--- src/rtl/riscv_pkg.sv ---
// riscv_pkg: shared RV32 opcode constants, NOP encoding and the predecode record.
package riscv_pkg;

    localparam logic [6:0]  OPC_BRANCH = 7'b1100011;
    localparam logic [6:0]  OPC_JAL    = 7'b1101111;
    localparam logic [6:0]  OPC_JALR   = 7'b1100111;
    localparam logic [31:0] RV_NOP     = 32'h0000_0013;

    typedef struct packed {
        logic       is_branch;
        logic       is_jal;
        logic       is_jalr;
        logic [4:0] rd;
        logic [4:0] rs1;
        logic [4:0] rs2;
    } predecode_t;

endpackage

--- src/rtl/if_id_predecode.sv ---
// if_id_predecode: combinational control-flow and register-field extraction for one fetched word.
module if_id_predecode
    import riscv_pkg::*;
(
    input  logic [31:0] instr,
    input  logic        err,
    output predecode_t  pd
);

    logic [6:0] opc;
    logic       unused_bits;

    assign opc         = instr[6:0];
    assign unused_bits = ^{instr[31:25], instr[14:12]};

    // A faulting fetch carries no real instruction, so it decodes to nothing.
    assign pd = err ? '0 : predecode_t'{opc == OPC_BRANCH, opc == OPC_JAL, opc == OPC_JALR,
                                        instr[11:7], instr[19:15], instr[24:20]};

endmodule

--- src/rtl/if_id_queue.sv ---
// if_id_queue: FIFO between fetch and decode with flush; IF_ID_PREDECODE_EN adds stored predecode outputs.
module if_id_queue
    import riscv_pkg::*;
#(
    parameter int          DEPTH     = 2,
    parameter logic [31:0] NOP_INSTR = RV_NOP
) (
    input  logic        clk,
    input  logic        rst,
    input  logic        valid_IF,
    input  logic [31:0] pc_IF,
    input  logic [31:0] pcPlus4_IF,
    input  logic [31:0] instr_IF,
    input  logic        err_IF,
    output logic        ready_IF,
    input  logic        flush,
    input  logic        ready_ID,
    output logic        valid_ID,
    output logic [31:0] pc_ID,
    output logic [31:0] pcPlus4_ID,
    output logic [31:0] instr_ID,
`ifdef IF_ID_PREDECODE_EN
    output logic        is_branch_ID,
    output logic        is_jal_ID,
    output logic        is_jalr_ID,
    output logic [4:0]  rd_ID,
    output logic [4:0]  rs1_ID,
    output logic [4:0]  rs2_ID,
`endif
    output logic        err_ID
);

    localparam int         AW   = $clog2(DEPTH);
    localparam logic [AW:0] FULL = (AW + 1)'(DEPTH);

    logic [AW-1:0] rd_ptr, wr_ptr;
    logic [AW:0]   count;
    logic          push, pop;
    logic [31:0]   pc_q    [DEPTH];
    logic [31:0]   pc4_q   [DEPTH];
    logic [31:0]   instr_q [DEPTH];
    logic          err_q   [DEPTH];

    // Handshakes look only at registered count, keeping ready/valid free of input paths.
    assign ready_IF = count < FULL;
    assign valid_ID = count != '0;
    assign push     = valid_IF && ready_IF && !flush;
    assign pop      = valid_ID && ready_ID && !flush;

    always_ff @(posedge clk or posedge rst) begin
        if (rst) begin
            count  <= '0;
            rd_ptr <= '0;
            wr_ptr <= '0;
        end else if (flush) begin
            count  <= '0;
            rd_ptr <= '0;
            wr_ptr <= '0;
        end else begin
            count  <= count + (AW + 1)'(push) - (AW + 1)'(pop);
            rd_ptr <= rd_ptr + AW'(pop);
            wr_ptr <= wr_ptr + AW'(push);
        end
    end

`ifdef IF_ID_PREDECODE_EN
    predecode_t pd_in;
    predecode_t pd_q [DEPTH];
    predecode_t pd_out;

    if_id_predecode u_predecode (
        .instr (instr_IF),
        .err   (err_IF),
        .pd    (pd_in)
    );

    assign pd_out       = valid_ID ? pd_q[rd_ptr] : '0;
    assign is_branch_ID = pd_out.is_branch;
    assign is_jal_ID    = pd_out.is_jal;
    assign is_jalr_ID   = pd_out.is_jalr;
    assign rd_ID        = pd_out.rd;
    assign rs1_ID       = pd_out.rs1;
    assign rs2_ID       = pd_out.rs2;
`endif

    always_ff @(posedge clk) begin
        if (push) begin
            pc_q[wr_ptr]    <= pc_IF;
            pc4_q[wr_ptr]   <= pcPlus4_IF;
            instr_q[wr_ptr] <= instr_IF;
            err_q[wr_ptr]   <= err_IF;
`ifdef IF_ID_PREDECODE_EN
            pd_q[wr_ptr]    <= pd_in;
`endif
        end
    end

    assign pc_ID      = valid_ID ? pc_q[rd_ptr] : '0;
    assign pcPlus4_ID = valid_ID ? pc4_q[rd_ptr] : '0;
    assign err_ID     = valid_ID && err_q[rd_ptr];
    assign instr_ID   = (valid_ID && !err_q[rd_ptr]) ? instr_q[rd_ptr] : NOP_INSTR;

endmodule

--- config.mk ---
export PLATFORM = sky130hd
export DESIGN_NAME = if_id_queue
export DESIGN_NICKNAME = d
export VERILOG_FILES = /design/src/rtl/riscv_pkg.sv /design/src/rtl/if_id_predecode.sv /design/src/rtl/if_id_queue.sv
export SDC_FILE = /design/constraint.sdc
export NUM_CORES = 1
export LEC_CHECK = 0
export CAP_MARGIN = 20
export CORE_MARGIN = 2
export CORE_UTILIZATION = 45
export CTS_CLUSTER_DIAMETER = 200
export DETAILED_ROUTE_END_ITERATION = 10
export PLACE_DENSITY = 0.75
export SLEW_MARGIN = 0
export SYNTH_ARGS = -nofsm -noshare
export SYNTH_HDL_FRONTEND = slang
export SYNTH_SLANG_ARGS = --single-unit
--- constraint.sdc ---
create_clock -name clk -period 18.8 [get_ports clk]
set_input_delay 4.7 -clock clk [delete_from_list [all_inputs] [get_ports clk]]
set_output_delay 4.7 -clock clk [all_outputs]
set_load 0.1 [all_outputs]
==> results.cfg <==
[routing]
drc = 0
dr.pass1.iters = 5
totalWireLength_um = 14900
wire_per_inst_um = 17.0
drtIter0Drc = 316
via_per_inst = 4.93
route.vias.total = 4308
drtAntennaViolNets = 0

[global_routing]
grt_max_degree = 66
groute.usage.overall_pct = 16.9
grt_pass1_vias = 4608
grt_overflow = 0
grt_pass1_wl_um = 23100
antenna_found_initial = 0

[clock_network]
cts_made_buffers = 17
clockRootBuffer = clkbuf_16
cts.sinks = 198
clockBufferDepth = 2
post_cts_buffers = 0
clk_pin_slew_ns = 0.07
cts_tree = done
cts_hold_buf = 0
h-tree-depth = 4
insertion_delay_ns = 0.42
ctsResizeCount = 0

[sta]
fin_skew_ns = 0.00630
fin_crit_sh_pct = 45.5
tns_ns = 0
hold_violations = 0
drv_slew = 0
relSlewSlack_pct = 30.2
worstMarginPinSlew_ns = 1.04
min_period_ns = 8.56
max_freq_mhz = 117
setup_viol = 0
holdWs_ns = 0.611
rsz0062_at_grt = false

[power]
powerDensity_nw_per_um2 = 109
p_leak_nw = 3.32
peakVddDrop_uv = 58.5

[synth]
yosys.area.top_type = edfxtp_1
ys_types = 26
ys.flop_type = edfxtp_1
synth_cells = 438
synth_area_per_cell_sq_um = 17.3
synth.net_count = 541
yosys-top-cells-area = edfxtp_1 (77%), mux2i_1 (13%), nor2_1 (4.3%)
synth_top_area_share_pct = 76.8
ys_seq_area_share_pct = 78.1
synth_edf_count = 194
yosysWarnings = 0
synthArstFlopShare_pct = 2.02
syn_area_sq_um = 7580
synth_seq_cells = 198

[die]
initial_core_util_pct = 45.9
dieHeight_um = 134
die_area_sq_um = 17900
num_io_pins = 201
num_rows = 47
core_sq_um = 16500
die_w_um = 134

[critical_path]
critical_path_class = reg2out
worstPathCellList = mux2i_4, nand2_1, buf_4, nor2_2, clkdlybuf4s50_1
required_ns = 14.10
slowest_delay_ns = 1.16
critPathSlowestCell = clkdlybuf4s50_1
endpoint_kind = output port
critPathBufInv = 2
cp.arrival_ns = 3.86
cp_max_fo = 50
path_delay_family = buffers and inverters
start_kind = flip-flop
rrSetupSlack_ns = 16.23

[place]
dp_hpwl_um = 9680
place_congestion = 0.751
port-buffer-count = 200

[layout]
fill_cells = 1198
drive_gt1_share_pct = 7.49
area_growth_pct = 36.6
num_antenna_cells = 0
multiInputGateArea_sq_um = 1530
register_area_sq_um = 5930
layout.nets = 745

[hold_path]
min_path_type = reg2reg

[status]
status = finished, final reports clean

[flow_run]
cap_viol_max_count = 0
[metal layers]
metal	track usage (%)	up-vias	part of all wire (%)
met5	0	-	0
met4	6.38	0	1.6
met3	5.52	20	7.2
met2	28.9	139	50
met1	20.0	2118	41
li1	-	2031	-
[synthesized netlist by cell type (3+ instances only)]
cell	n
nor2_2	10
buf_4	3
nor2_1	87
dfrtp_1	4
buf_2	14
edfxtp_1	194
buf_6	3
nor2b_1	4
mux2i_1	96
nand3_1	3
[layout by cell type (no fill, tap or decap)]
cell type / instances
nor2_4: 1
nor2_2: 10
ha_1: 1
nand3_1: 3
o21ai_0: 2
nor3b_2: 1
inv_1: 2
inv_2: 1
clkinv_1: 3
clkinvlp_4: 4
bufinv_16: 2
clkbuf_1: 1
clkdlybuf4s50_1: 200
clkbuf_16: 17
clkinv_4: 1
buf_4: 6
dfrtp_1: 3
nor2_1: 86
dfrtp_4: 1
clkinv_2: 1
inv_6: 2
xnor2_1: 1
nand2_1: 2
edfxtp_1: 194
a21oi_1: 1
and3b_4: 1
nor4bb_1: 1
o21a_1: 1
mux2i_1: 96
xor2_1: 1
nor2b_1: 4
mux2i_4: 1
nand3b_1: 1
nor3_1: 2
[final timing paths]
kind                               start           end  cells past startpoint
worst min register to register    wr_ptr        wr_ptr                      2
worst min-delay path              wr_ptr        wr_ptr                      2
worst max-delay path              rd_ptr  instr_ID[28]                      5
min in group asynchronous            rst      count[0]                      2
max in group asynchronous            rst        rd_ptr                      2
worst max register to register  count[1]  pc4_q[0][18]                      4
[tightest hold or removal path: cells and delay by family, from the launching register on]
kind,cells,cell delay [ns]
DFF,1,0.40
xor gates and xnor gates,1,0.09
and+or+nand+nor,1,0.08
[power breakdown]
part / total [mW] / internal (mW) / switching, mW
sequential: 0.518 / 0.507 / 0.0109
combinational: 0.264 / 0.0722 / 0.192
clock: 0.346 / 0.194 / 0.151
total: 1.13 / 0.774 / 0.354
[metrics by stage]
| step | setup slack, ns | std cells | utilization [%] | instance area, sq um | power, mW |
|---|---|---|---|---|---|
| after floorplan | 6.13 | 438 | - | 7580 | 0.722 |
| after CTS | 10.17 | 874 | 62.7 | 10400 | 1.14 |
| after global placement | 10.72 | 843 | 59.3 | 9800 | 0.789 |
| after global routing | 10.02 | 874 | 62.7 | 10400 | 1.16 |
| after detailed placement | 10.65 | 843 | 59.3 | 9800 | 0.793 |
| final | 10.24 | 874 | 62.7 | 10400 | 1.13 |
[cell families (layout without fill, tap and decap cells)]
kind of cell,after synthesis,count (layout),share of synthesized area (%)
fa+ha+maj,1,1,0.165
flops,198,198,78.1
mux,97,97,13.0
buf+inv,24,240,1.86
xor+xnor,2,2,0.231
compound gates,4,4,0.297
simple gates,112,112,6.34
[registers in the layout (all words and copies together) (netlist names)]
signal,count
instr_q,64
pc4_q,64
pc_q,64
count,2
err_q,2
rd_ptr,1
wr_ptr,1
[layout make-up]
| class | count | share of cell area [%] |
|---|---|---|
| Clock buffer | 18 | 4.14 |
| Multi-Input combinational cell | 216 | 14.8 |
| Inverter | 3 | 0.109 |
| Timing Repair Buffer | 206 | 19.8 |
| Tap cell | 220 | 2.66 |
| Clock inverter | 13 | 1.28 |
| Sequential cell | 198 | 57.2 |
Note: power is estimated with default switching activity, not from simulation.
